==> src/rtl/gpio_pkg.sv <==
// Shared definitions for the byte-lane GPIO controller: register group codes,
// lane arithmetic and parameter legality.
package gpio_pkg;

  localparam logic [3:0] GRP_OUT     = 4'd0;
  localparam logic [3:0] GRP_IN      = 4'd1;
  localparam logic [3:0] GRP_DIR     = 4'd2;
  localparam logic [3:0] GRP_SET     = 4'd3;
  localparam logic [3:0] GRP_CLR     = 4'd4;
  localparam logic [3:0] GRP_RISE_EN = 4'd5;
  localparam logic [3:0] GRP_FALL_EN = 4'd6;
  localparam logic [3:0] GRP_STATUS  = 4'd7;
  localparam logic [3:0] GRP_IRQ_EN  = 4'd8;

  function automatic int lane_cnt(input int w);
    return w / 8;
  endfunction

  function automatic bit params_ok(input int w, input int stages);
    return (w % 8 == 0) && (w >= 8) && (w <= 64) && (stages >= 2) && (stages <= 4);
  endfunction

endpackage

==> src/rtl/gpio_sync_edge.sv <==
// Pad input synchroniser with a one-deep history flop; reports enabled
// rising/falling edges of the synchronised value.
module gpio_sync_edge #(
  parameter int W      = 32,
  parameter int STAGES = 2
) (
  input  logic         clk,
  input  logic         rst,
  input  logic [W-1:0] pin_in,
  input  logic [W-1:0] rise_en,
  input  logic [W-1:0] fall_en,
  output logic [W-1:0] in_val,
  output logic [W-1:0] rise,
  output logic [W-1:0] fall
);

  logic [STAGES-1:0][W-1:0] sync_q, sync_d;
  logic [W-1:0]             hist_q, hist_d;

  always_comb begin
    sync_d = {sync_q[STAGES-2:0], pin_in};
    hist_d = sync_q[STAGES-1];
  end

  // History resets to 0 alongside the chain, so release never fakes an edge.
  always_ff @(posedge clk or posedge rst) begin
    if (rst) begin
      sync_q <= '0;
      hist_q <= '0;
    end else begin
      sync_q <= sync_d;
      hist_q <= hist_d;
    end
  end

  assign in_val = sync_q[STAGES-1];
  assign rise   = in_val & ~hist_q & rise_en;
  assign fall   = ~in_val & hist_q & fall_en;

endmodule

==> src/rtl/gpio_ctrl_irq.sv <==
// Byte-lane CPU-bus GPIO controller: OUT/DIR registers with atomic SET/CLR,
// synchronised IN, sticky W1C edge STATUS and a masked level interrupt.
module gpio_ctrl_irq
  import gpio_pkg::*;
#(
  parameter int GPIO_W      = 32,
  parameter int SYNC_STAGES = 2
) (
  input  logic              clk,
  input  logic              reset,
  input  logic [7:0]        cpu_do,
  input  logic [7:0]        cpu_addr,
  output logic [7:0]        cpu_di,
  input  logic              rd,
  input  logic              wr,
  input  logic [GPIO_W-1:0] pin_in,
  output logic [GPIO_W-1:0] pin_out,
  output logic [GPIO_W-1:0] pin_oe,
  output logic              irq
);

  localparam int LANES = lane_cnt(GPIO_W);

  if (!params_ok(GPIO_W, SYNC_STAGES)) begin : g_param_err
    $error("gpio_ctrl_irq: GPIO_W must be 8..64 in steps of 8, SYNC_STAGES 2..4");
  end

  logic [3:0]        grp;
  logic [2:0]        lane;
  logic              lane_ok;
  logic              addr3_unused;
  logic [GPIO_W-1:0] lane_mask, wbits, in_val, rise, fall, rd_word, rd_shift;
  logic [GPIO_W-1:0] out_q, out_d, dir_q, dir_d, rise_en_q, rise_en_d;
  logic [GPIO_W-1:0] fall_en_q, fall_en_d, status_q, status_d, irq_en_q, irq_en_d, w1c;
  logic [7:0]        cpu_di_q, cpu_di_d;
  logic              irq_q, irq_d;

  assign grp          = cpu_addr[7:4];
  assign lane         = cpu_addr[2:0];
  assign addr3_unused = cpu_addr[3];
  assign lane_ok      = 32'(lane) < LANES;
  // Out-of-range lanes get an empty mask, so every write path ignores them.
  assign lane_mask    = lane_ok ? (GPIO_W'(8'hFF) << {lane, 3'b000}) : '0;
  assign wbits        = {LANES{cpu_do}} & lane_mask;

  gpio_sync_edge #(.W(GPIO_W), .STAGES(SYNC_STAGES)) u_sync (
    .clk     (clk),
    .rst     (reset),
    .pin_in  (pin_in),
    .rise_en (rise_en_q),
    .fall_en (fall_en_q),
    .in_val  (in_val),
    .rise    (rise),
    .fall    (fall)
  );

  always_comb begin
    out_d     = out_q;
    dir_d     = dir_q;
    rise_en_d = rise_en_q;
    fall_en_d = fall_en_q;
    irq_en_d  = irq_en_q;
    w1c       = '0;
    if (wr) begin
      case (grp)
        GRP_OUT:     out_d     = (out_q & ~lane_mask) | wbits;
        GRP_DIR:     dir_d     = (dir_q & ~lane_mask) | wbits;
        GRP_SET:     out_d     = out_q | wbits;
        GRP_CLR:     out_d     = out_q & ~wbits;
        GRP_RISE_EN: rise_en_d = (rise_en_q & ~lane_mask) | wbits;
        GRP_FALL_EN: fall_en_d = (fall_en_q & ~lane_mask) | wbits;
        GRP_STATUS:  w1c       = wbits;
        GRP_IRQ_EN:  irq_en_d  = (irq_en_q & ~lane_mask) | wbits;
        default:     ;
      endcase
    end
    // Clear first, then set: a same-cycle edge beats the W1C.
    status_d = (status_q & ~w1c) | rise | fall;
    irq_d    = |(status_d & irq_en_q);

    case (grp)
      GRP_OUT:     rd_word = out_q;
      GRP_IN:      rd_word = in_val;
      GRP_DIR:     rd_word = dir_q;
      GRP_RISE_EN: rd_word = rise_en_q;
      GRP_FALL_EN: rd_word = fall_en_q;
      GRP_STATUS:  rd_word = status_q;
      GRP_IRQ_EN:  rd_word = irq_en_q;
      default:     rd_word = '0;
    endcase
    rd_shift = rd_word >> {lane, 3'b000};
    cpu_di_d = cpu_di_q;
    if (rd) cpu_di_d = lane_ok ? rd_shift[7:0] : 8'h00;
  end

  always_ff @(posedge clk or posedge reset) begin
    if (reset) begin
      out_q     <= '0;
      dir_q     <= '0;
      rise_en_q <= '0;
      fall_en_q <= '0;
      status_q  <= '0;
      irq_en_q  <= '0;
      cpu_di_q  <= '0;
      irq_q     <= 1'b0;
    end else begin
      out_q     <= out_d;
      dir_q     <= dir_d;
      rise_en_q <= rise_en_d;
      fall_en_q <= fall_en_d;
      status_q  <= status_d;
      irq_en_q  <= irq_en_d;
      cpu_di_q  <= cpu_di_d;
      irq_q     <= irq_d;
    end
  end

  assign pin_out = out_q;
  assign pin_oe  = dir_q;
  assign cpu_di  = cpu_di_q;
  assign irq     = irq_q;

endmodule
==> config.mk <==
export PLATFORM = sky130hd
export DESIGN_NAME = gpio_ctrl_irq
export DESIGN_NICKNAME = d
export VERILOG_FILES = /design/src/rtl/gpio_pkg.sv /design/src/rtl/gpio_sync_edge.sv /design/src/rtl/gpio_ctrl_irq.sv
export SDC_FILE = /design/constraint.sdc
export NUM_CORES = 1
export LEC_CHECK = 0
export ABC_AREA = 1
export BUFFER_PORTS_ARGS = -buffer_cell sky130_fd_sc_hd__buf_2
export CAP_MARGIN = 30
export CORE_ASPECT_RATIO = 0.7
export CORE_UTILIZATION = 45
export CTS_BUF_LIST = sky130_fd_sc_hd__clkbuf_4 sky130_fd_sc_hd__clkbuf_8
export CTS_CLUSTER_SIZE = 14
export DETAILED_ROUTE_END_ITERATION = 6
export GPL_ROUTABILITY_DRIVEN = 0
export MAX_ROUTING_LAYER = met4
export PLACE_DENSITY_LB_ADDON = 0.12
export SLEW_MARGIN = 40
export SYNTH_ARGS = -nofsm -noshare
export SYNTH_HDL_FRONTEND = slang
export SYNTH_SLANG_ARGS = --single-unit
==> constraint.sdc <==
create_clock -name clk -period 11.05 [get_ports clk]
set_clock_uncertainty 0.05 [all_clocks]
set_input_delay 1.105 -clock clk [delete_from_list [all_inputs] [get_ports clk]]
set_output_delay 1.105 -clock clk [all_outputs]
set_load 0.005 [all_outputs]
Word level (Yosys, flattened, before mapping)
Cells that the tools add are included.

storage, ports and cells
  register bits = 297

cells by class
  $lt $le $gt $ge = 1
  eq/ne operators = 8
  shift-type cells = 2
  multiplexer cells = 6
  bitwise logic cells = 26
  reductions and logical operators = 8

operators with widths
  cell                                                                    count
  32-bit bitwise AND                                                      13
  32-bit bitwise OR                                                       8
  32-bit one-hot mux with 7 select lines                                  1
  32-bit NOT                                                              5
  32-bit two-way mux                                                      3
  32-bit one-hot mux with 3 select lines                                  1
  32-bit OR reduction                                                     1
  8-bit by 6-bit << shifter with 32-bit output (first input constant)     1
  32-bit by 6-bit right shift with 8-bit output                           1
  4-bit by 3-bit equality test with 1-bit output (second input constant)  4
  2-bit AND reduction                                                     5
  4-bit by 2-bit equality test with 1-bit output (second input constant)  2
  8-bit two-way mux                                                       1
  4-bit by 1-bit equality test with 1-bit output (second input constant)  1
  4-bit equality test (second input constant)                             1
  4-bit zero test                                                         1
  3-bit less-than comparator (second input constant)                      1
  3-bit nonzero test                                                      1

Logic depth before layout (Yosys ltp)
Gate-level depths: netlist (run 1).

  depth in word-level cells = 11
  mapped depth = 13

Cells and area by module
From an unflattened synthesis (run 1), not the netlist that was laid out.

unflattened totals
  cell total of the unflattened synthesis = 1544
  area total of the unflattened synthesis = 12973.7 um^2

by module, submodules not included
  module          instances  cells an instance  area each (um^2)  sequential area each (um^2)
  gpio_ctrl_irq   1          1319               10087.2           5029.8
  gpio_sync_edge  1          225                2886.5            2402.3

Worst setup path after synthesis (run 1)
No wires, ideal clock.

  kind = input to register
  start = input port cpu_addr[1]
  end = register irq_q (netlist: irq)
  setup time = 0.119 ns
  data arrival time = 2.281 ns
  setup slack = 8.601 ns
  stages = 11
  path buffers = 1
  cells stage by stage = nor2_2 > clkbuf_1 > nand3_1 > o21ai_1 > nand2_1 > nand2_1 > nand2_1 > nor2_1 > nand2_1 > nor2_1 > nand2_1

on the way
  word-level cells in the longest chain between the ends = 11
  elaborated cells on any way between the ends = 12
  those cells by class = order compare (1); shift (1); mux (3); bitwise (6); reduce/logical (1)

ends and longest elaborated chain
  item                                                                                        line                                      source
  from (decl)                                                                                 gpio_ctrl_irq.sv:12                       input logic [7:0] cpu_addr,
  8-bit by 6-bit << shifter with 32-bit output or 3-bit less-than comparator (tied branches)  gpio_ctrl_irq.sv:43, gpio_ctrl_irq.sv:41
  32-bit two-way mux (*)                                                                      gpio_ctrl_irq.sv:43                       assign lane_mask = lane_ok ? (GPIO_W'(8'hFF) << {lane, 3'b000}) : '0;
  32-bit bitwise AND (*)                                                                      gpio_ctrl_irq.sv:44                       assign wbits = {LANES{cpu_do}} & lane_mask;
  32-bit two-way mux (*)                                                                      gpio_ctrl_irq.sv:65                       case (grp)
  32-bit two-way mux (*)                                                                      gpio_ctrl_irq.sv:64                       if (wr) begin
  32-bit NOT (*)                                                                              gpio_ctrl_irq.sv:78                       status_d = (status_q & ~w1c) | rise | fall;
  32-bit bitwise AND (*)                                                                      gpio_ctrl_irq.sv:78
  32-bit bitwise OR (*) (2 in a row)                                                          gpio_ctrl_irq.sv:78
  net status_d[0]                                                                             gpio_ctrl_irq.sv:34                       logic [GPIO_W-1:0] fall_en_q, fall_en_d, status_q, status_d, irq_en_q, irq_en_d, w1c;
  32-bit bitwise AND (*)                                                                      gpio_ctrl_irq.sv:79                       irq_d = |(status_d & irq_en_q);
  32-bit OR reduction (*)                                                                     gpio_ctrl_irq.sv:79
  net irq_d                                                                                   gpio_ctrl_irq.sv:36                       logic irq_q, irq_d;
  to (signal assigned)                                                                        gpio_ctrl_irq.sv:114                      irq_q <= irq_d;
  to (decl)                                                                                   gpio_ctrl_irq.sv:36

The timed path passes the listed nets; every way through them passes the cells marked *.
A chain may end at the register's enable or synchronous reset.

==> results of run 1 <==
==> final timing paths <==
kind / start / end / slack (ns) / cells past startpoint
max in group asynchronous: reset / u_sync.in_val[2] / 8.79 / 4
setup reg to reg: u_sync.in_val[26] / irq / 9.34 / 10
setup / recovery: cpu_addr[6] / register / 6.99 / 9
min in group asynchronous: reset / u_sync.sync_d[48] / 0.55 / 2
hold / removal: u_sync.sync_d[42] / u_sync.in_val[10] / 0.30 / 0
hold reg to reg: u_sync.sync_d[42] / u_sync.in_val[10] / 0.30 / 0
==> cell families after synthesis <==
group | Yosys count | share of synthesized area
AND/OR/NAND/NOR | 721 | 0.229
flip-flops | 297 | 0.574
AO/OA/AOI/OAI | 305 | 0.135
buffers and inverters | 204 | 0.0620
multiplexers | 1 | 0.000869
==> synth_stat cells (3+ instances only) <==
library cell / count
o31ai_1: 8
nor3_1: 15
buf_1: 3
nand2_1: 439
nor2_1: 127
o32ai_1: 9
o22ai_1: 19
o21ai_0: 85
inv_1: 126
a31oi_1: 13
clkbuf_1: 35
nand4_1: 13
o211ai_1: 5
a211oi_1: 7
inv_2: 10
buf_2: 30
nand2_2: 3
a21oi_1: 27
a32o_1: 16
nor2_2: 7
dfrtp_1: 297
o21ai_1: 112
nand3_1: 112
==> power breakdown <==
part           switching (W)  internal (W)  total [W]
registers          0.0000699       0.00118    0.00125
clock network       0.000447      0.000611    0.00106
logic               0.000195      0.000100   0.000295
==> stage by stage <==
step                      worst slack, ns  utilization
after floorplan                      1.69            -
after global placement               6.54        0.494
after detailed placement             6.55        0.495
after CTS                            7.14        0.533
after global routing                 6.94        0.533
final                                6.99        0.533
==> routing by layer <==
metal | up-vias | routed length [µm] | GRT usage
met1 | 5511 | 19500 | 0.450
met2 | 620 | 17800 | 0.416
met4 | 0 | 1260 | 0.107
met5 | - | 0 | -
li1 | 5272 | - | -
met3 | 96 | 5330 | 0.0995
==> critical path, stage by stage <==
cell and delay [ns]:
buf_2 0.16, inv_2 0.07, nor2_4 0.42, buf_4 0.55, nand2_2 0.52, nor2_1 0.56
inv_1 0.16, nor2_2 0.51, mux2_2 0.40
==> cell type report <==
class,instances,area share
clock buffer,72,0.0601
clock inverter,12,0.0107
inverter,136,0.0347
multi-input combinational,1027,0.317
sequential,297,0.498
tap,371,0.0311
timing repair buffer,136,0.0485
==> flow_metrics.py, run 1 <==
metrics = {
    "timing": {
        "worst_pin_slew_ns": 0.902,
        "setup_tns_ns": 0,
        "whs_ns": 0.298,
        "grt_setup_unrepaired": "no",
        "drv_slew": 0,
        "finalHoldViolCount": 0,
        "setup_violations": 0,
        "relSlewSlack": 0.398,
        "min_period_over_period": 0.367,
        "fin_crit_ns": 4.06,
        "max_freq_ghz": 0.247,
    },
    "clocking": {
        "cts_tree": "built",
        "cts_sinks": 297,
        "cts_setup_buffers": 0,
        "ctsResizeCount": 0,
        "h-tree-depth": 2,
        "hold_buffers": 0,
        "cts_made_buffers": 47,
        "clk_pin_slew_ns": 0.06,
        "cts_root_buf": "clkbuf_8",
        "clock_latency_ns": 0.60,
        "clock_path_buffers": 3,
    },
    "finish": {
        "fillers": 2679,
        "multiInputGateArea_um2": 4740,
        "fin_cells": 2051,
        "drive_above_1_share": 0.149,
        "final_area_um2": 14900,
        "nets": 1697,
        "area_growth_pct": 15.3,
        "regArea_um2": 7430,
        "mostFrequentLayoutCells": "nand2_1, dfrtp_1, nor2_1, inv_1, buf_2",
        "final_common_cell": "nand2_1",
        "antenna_cells": 0,
    },
    "global_route": {
        "grt_pass1_vias": 10600,
        "track_usage": 0.315,
        "grt_max_degree": 94,
        "antenna_found_initial": 0,
        "grt_pass1_wl_um": 65700,
        "overflow": 0,
    },
    "job": {
        "maxCapViolations": 0,
    },
    "power": {
        "ir_drop_mv": 0.124,
        "power_w": 0.00260,
        "leakagePower_nw": 7.14,
        "power.density_nw_per_um2": 174,
    },
    "critical_path": {
        "cp.required_ns": 11.46,
        "critPathLaunchType": "input port",
        "crit_fanout": 37,
        "worstSetupPathType": "input port to register",
        "crit_arrival_ns": 4.47,
        "end_kind": "register",
    },
    "synthesis": {
        "synth_warnings": 0,
        "synth_flop_cell": "dfrtp_1",
        "syn-cell-area_um2": 13000,
        "syn_nets": 1580,
        "synthCells": 1528,
        "yosysTopAreaCell": "dfrtp_1",
        "synth.yosys.seq_area_share": 0.574,
        "syn_area_per_cell_um2": 8.48,
        "yosys-top-cells-area": "dfrtp_1, nand2_1, nand3_1",
        "synth-seq-cells": 297,
        "synth_edf_count": 0,
        "synth.top_cell.area_share": 0.574,
        "async_flop_share": 1.00,
        "ys_types": 30,
    },
    "floorplan": {
        "start_util": 0.462,
        "core_area_um2": 28000,
        "die_area_um2": 29500,
        "die_width_um": 205,
        "pin_count": 125,
        "std_cell_rows": 51,
        "die_h_um": 144,
    },
    "place": {
        "port_buffers": 123,
        "dp_hpwl_um": 29100,
        "place_area_um2": 13900,
        "numPlacedInstances": 1967,
    },
    "detailed_routing": {
        "wl_um": 43900,
        "dr_total_vias": 11500,
        "drt_iter0_drc": 1345,
        "ant_nets": 0,
        "avgViaCountPerCell": 5.61,
        "wl_per_cell_um": 21.4,
        "firstDrtPassIters": 6,
        "drc_errors": 0,
    },
    "status": {
        "status": "finished, final reports clean",
    },
    "hold_path": {
        "hp-class": "register to register",
    },
}
(Power assumes the default switching activity.)
==> inputs of run 2 (changes only) <==
Clock period 11.05 ns to 3.33 ns, I/O delays scaled along.
==> run 2 against run 1 <==
Effect of this change: the run now ends with DRC left; count of clock-buffer cells in the layout increased by 3; final cell count increased by 3.2%; sequential power increased to 3.3 times the previous value; non-clock buffer count increased by 64; first-iteration DRC count increased by 11%; global-route usage increased by 1.1 points.
==> flow_metrics.py, run 2 (synthesis gave the netlist of run 1 again) <==
metrics = {
    "clocking": {
        "cts_made_buffers": 47,
        "cts_sinks": 297,
        "ctsResizeCount": 0,
        "hold_buffers": 33,
        "cts_tree": "built",
        "clk_pin_slew_ns": 0.07,
        "clock_path_buffers": 3,
        "cts_root_buf": "clkbuf_8",
        "clock_latency_ns": 0.60,
        "h-tree-depth": 2,
        "cts_setup_buffers": 0,
    },
    "timing": {
        "whs_ns": 0.0774,
        "min_period_over_period": 0.630,
        "drv_slew": 0,
        "grt_setup_unrepaired": "no",
        "worst_pin_slew_ns": 0.880,
        "worst_slack_ns": 1.23,
        "setup_violations": 0,
        "finalHoldViolCount": 0,
        "max_freq_ghz": 0.477,
        "relSlewSlack": 0.413,
        "fin_crit_ns": 2.10,
    },
    "floorplan": {
        "pin_count": 125,
        "std_cell_rows": 51,
        "die_width_um": 205,
        "die_area_um2": 29500,
        "die_h_um": 144,
        "core_area_um2": 28000,
        "start_util": 0.462,
    },
    "global_route": {
        "track_usage": 0.325,
        "grt_pass1_vias": 11000,
        "antenna_found_initial": 0,
        "overflow": 0,
        "use_met2": 0.440,
        "busiest_layer": "met1",
        "grt_max_degree": 75,
        "grtUsageMet3": 0.116,
        "grt_pass1_wl_um": 67600,
        "use_met1": 0.449,
    },
    "place": {
        "dp_hpwl_um": 30600,
        "numPlacedInstances": 1997,
        "port_buffers": 123,
        "dp_slack_ns": 0.752,
    },
    "power": {
        "power.density_nw_per_um2": 555,
        "ir_drop_mv": 0.323,
        "leakagePower_nw": 7.41,
    },
    "critical_path": {
        "end_kind": "register",
        "worstSetupPathType": "input port to register",
        "crit_fanout": 40,
        "crit_arrival_ns": 2.50,
        "cp.required_ns": 3.73,
        "critPathLaunchType": "input port",
    },
    "detailed_routing": {
        "drc_errors": 1,
        "ant_nets": 0,
        "wl_per_cell_um": 21.4,
        "avgViaCountPerCell": 5.54,
        "wl_um": 45300,
        "firstDrtPassIters": 7,
        "dr_total_vias": 11700,
        "drt_iter0_drc": 1495,
    },
    "finish": {
        "fin_cells": 2116,
        "fillers": 2626,
        "drive_above_1_share": 0.161,
        "final_common_cell": "nand2_1",
        "area_growth_pct": 20.0,
        "mostFrequentLayoutCells": "nand2_1, dfrtp_1, nor2_1, inv_1, buf_2",
        "nets": 1761,
    },
    "status": {
        "failed_checks": "DRC",
        "status": "complete, but fails checks",
    },
    "job": {
        "maxCapViolations": 0,
    },
    "hold_path": {
        "hp-class": "input port to register",
    },
}
==> run 2: changes by cell type in the layout (fill, tap and decap cells not counted), sizes merged <==
cell	change
buf	+31
bufinv	-3
clkbuf	+3
clkinv	+1
clkinvlp	+1
diode	+1
dlygate4sd3	+33
inv	-2
==> run 2: cell type report <==
cell class	instances	area, µm²	area share
multi-input combinational	1027	4720	0.304
sequential	297	7430	0.478
antenna	1	2.50	0.000161
inverter	136	514	0.0331
clock inverter	9	70.1	0.00451
timing repair buffer	200	1360	0.0875
tap	371	464	0.0299
clock buffer	75	976	0.0628
==> run 2: power by group <==
| group | total (W) | switching [W] | internal, W | leakage (nW) |
|---|---|---|---|---|
| combinational | 0.00104 | 0.000666 | 0.000378 | 3.21 |
| sequential | 0.00415 | 0.000234 | 0.00391 | 3.64 |
| clock | 0.00343 | 0.00150 | 0.00193 | 0.561 |
==> run 2: path summary, 6_finish.rpt <==
| path | startpoint | to | slack (ns) | cells past startpoint |
|---|---|---|---|---|
| setup reg to reg | u_sync.in_val[2] | irq | 1.65 | 10 |
| hold / removal | cpu_addr[1] | pin_out[1] | 0.08 | 4 |
| min in group asynchronous | reset | u_sync.sync_d[52] | 0.30 | 3 |
| hold reg to reg | u_sync.sync_d[46] | u_sync.in_val[14] | 0.29 | 0 |
| max in group asynchronous | reset | u_sync.in_val[0] | 2.01 | 5 |
| setup / recovery | cpu_addr[4] | pin_out[14] | 1.23 | 10 |
==> run 2: per-stage QoR <==
stage	power, W	util	cell area (µm²)	TNS (ns)
finish	0.00862	0.555	15500	0
global route	0.00897	0.555	15500	0
CTS	0.00864	0.554	15500	0
detailed placement	0.00519	0.504	14100	0
global placement	0.00517	0.504	14100	0
floorplan	0.00469	-	13000	-296.43
==> run 2: layer usage <==
| layer | up-vias | wire length (µm) |
|---|---|---|
| li1 | 5407 | - |
| met1 | 5560 | 19700 |
| met2 | 658 | 18400 |
| met3 | 101 | 5730 |
| met4 | 0 | 1390 |
| met5 | - | 0 |
==> run 2: critical path, stage by stage <==
cell     delay (ns)
buf_2          0.15
nor2_2         0.19
inv_2          0.09
nor2_1         0.14
inv_1          0.30
nand2_1        0.19
nand2_2        0.07
inv_2          0.56
o21ai_0        0.22
a32o_1         0.25
==> inputs of run 3 (changes only) <==
Clock period 3.33 ns to 2.05 ns, I/O delays scaled along.
==> run 3 against run 2 <==
Effect of this change: the run now ends clean; wire length down 0.23%; via count up 1.7%; setup slack worse by 1.1 ns; non-clock buffer count rose by 56; clock power rose by 52%; sequential share of layout area down 1.3 points; global-route usage down 0.10 points; register-to-register slack lost 1.1 ns; power increased by 59%; die area unchanged.
==> flow_metrics.py, run 3 (synthesis gave the netlist of run 1 again) <==
metrics = {
    "status": {
        "status": "finished, final reports clean",
    },
    "finish": {
        "antenna_cells": 0,
        "nets": 1817,
        "mostFrequentLayoutCells": "nand2_1, dfrtp_1, nor2_1, inv_1, buf_2",
        "fillers": 2562,
        "area_growth_pct": 23.4,
        "drive_above_1_share": 0.178,
        "final_common_cell": "nand2_1",
    },
    "timing": {
        "relSlewSlack": 0.439,
        "min_period_over_period": 0.920,
        "grt_setup_unrepaired": "no",
        "max_freq_ghz": 0.530,
        "worst_pin_slew_ns": 0.835,
        "whs_ns": 0.0545,
        "finalHoldViolCount": 0,
        "drv_slew": 0,
        "setup_tns_ns": 0,
        "setup_violations": 0,
        "fin_crit_ns": 1.89,
    },
    "floorplan": {
        "die_area_um2": 29500,
        "die_width_um": 205,
        "pin_count": 125,
        "start_util": 0.462,
        "die_h_um": 144,
        "std_cell_rows": 51,
        "core_area_um2": 28000,
    },
    "critical_path": {
        "crit_arrival_ns": 2.31,
        "end_kind": "register",
        "cp.required_ns": 2.47,
        "worstSetupPathType": "input port to register",
        "crit_fanout": 14,
        "critPathLaunchType": "input port",
    },
    "detailed_routing": {
        "ant_nets": 0,
        "wl_per_cell_um": 20.9,
        "avgViaCountPerCell": 5.51,
        "drt_iter0_drc": 1333,
        "dr_total_vias": 11900,
        "drc_errors": 0,
        "firstDrtPassIters": 5,
        "wl_um": 45200,
    },
    "power": {
        "leakagePower_nw": 7.66,
        "p_sw_w": 0.00381,
        "ir_drop_mv": 0.453,
        "power.share.clock": 0.381,
        "combPwrFrac": 0.128,
        "power.density_nw_per_um2": 858,
        "switching_share": 0.278,
        "seq_power_share": 0.491,
        "p_int_w": 0.00991,
    },
    "clocking": {
        "cts_root_buf": "clkbuf_8",
        "h-tree-depth": 2,
        "cts_sinks": 297,
        "clk_pin_slew_ns": 0.08,
        "cts_made_buffers": 47,
        "cts_tree": "built",
        "clock_latency_ns": 0.59,
        "cts_setup_buffers": 0,
        "clock_path_buffers": 3,
    },
    "global_route": {
        "grt_max_degree": 79,
        "grt_pass1_wl_um": 67600,
        "antenna_found_initial": 0,
        "track_usage": 0.324,
        "overflow": 0,
        "grt_pass1_vias": 11100,
    },
    "place": {
        "dp_hpwl_um": 31300,
        "port_buffers": 123,
    },
    "hold_path": {
        "hp-class": "input port to register",
    },
    "job": {
        "maxCapViolations": 0,
    },
}
run 3: final timing paths:
path	from	to	slack, ns	cells after the start
setup / recovery	cpu_addr[0]	irq	0.16	13
hold / removal	cpu_do[5]	pin_out[29]	0.05	3
setup reg to reg	register	irq	0.53	10
hold reg to reg	u_sync.sync_d[32]	u_sync.in_val[0]	0.29	0
max in group asynchronous	reset	u_sync.sync_d[36]	1.04	4
min in group asynchronous	reset	status_q[12]	0.15	3
run 3: timing repair:
item | CTS | global route
setup endpoints to repair | 0 | 1
gates resized for setup | 0 | 3
endpoints found under the hold margin | 110 | 0
hold buffers | 44 | 0
run 3: final cells by class:
type | instances | area, µm² | area share
multi-input cells | 1027 | 4730 | 0.296
repair buffers | 256 | 1890 | 0.118
flip-flops and latches | 297 | 7430 | 0.465
well taps | 371 | 464 | 0.0290
clock buffers | 75 | 938 | 0.0587
inverters | 136 | 514 | 0.0322
clock inverters | 4 | 22.5 | 0.00141
run 3: power by group through the flow:
stage	clock network (W)	registers [W]	logic, W
after global placement	0	0.00681	0.00165
after global routing	0.00558	0.00678	0.00194
after CTS	0.00532	0.00672	0.00174
after detailed placement	0	0.00682	0.00167
after floorplan	0	0.00673	0.000896
final	0.00522	0.00673	0.00176
run 3: critical path, cell delays in order:
cell	delay (ns)
dlygate4sd3_1	0.57
clkbuf_4	0.25
buf_12	0.17
buf_4	0.18
nand3_1	0.12
o21ai_1	0.18
nand2_1	0.09
nand2_1	0.09
nand2_1	0.05
nor2_1	0.17
nand2_1	0.08
nor2_1	0.08
nand2_1	0.06
run 3: stage by stage:
step	util	std cells	power, W	setup slack, ns	area, µm²
final	0.571	2166	0.0137	0.163	16000
after global placement	0.520	2043	0.00846	0.0113	14600
after global routing	0.571	2166	0.0143	0.00855	16000
after CTS	0.570	2166	0.0138	0.123	16000
after floorplan	-	1528	0.00762	-2.15	13000
after detailed placement	0.520	2043	0.00849	0.00179	14600
run 3: layer usage:
metal  global-route usage  vias up  share of wire
met5                    -        -              0
met2                0.431      661           0.41
met3                0.118       70           0.13
met4               0.0943        0          0.021
li1                     -     5507              -
met1                0.458     5692           0.44
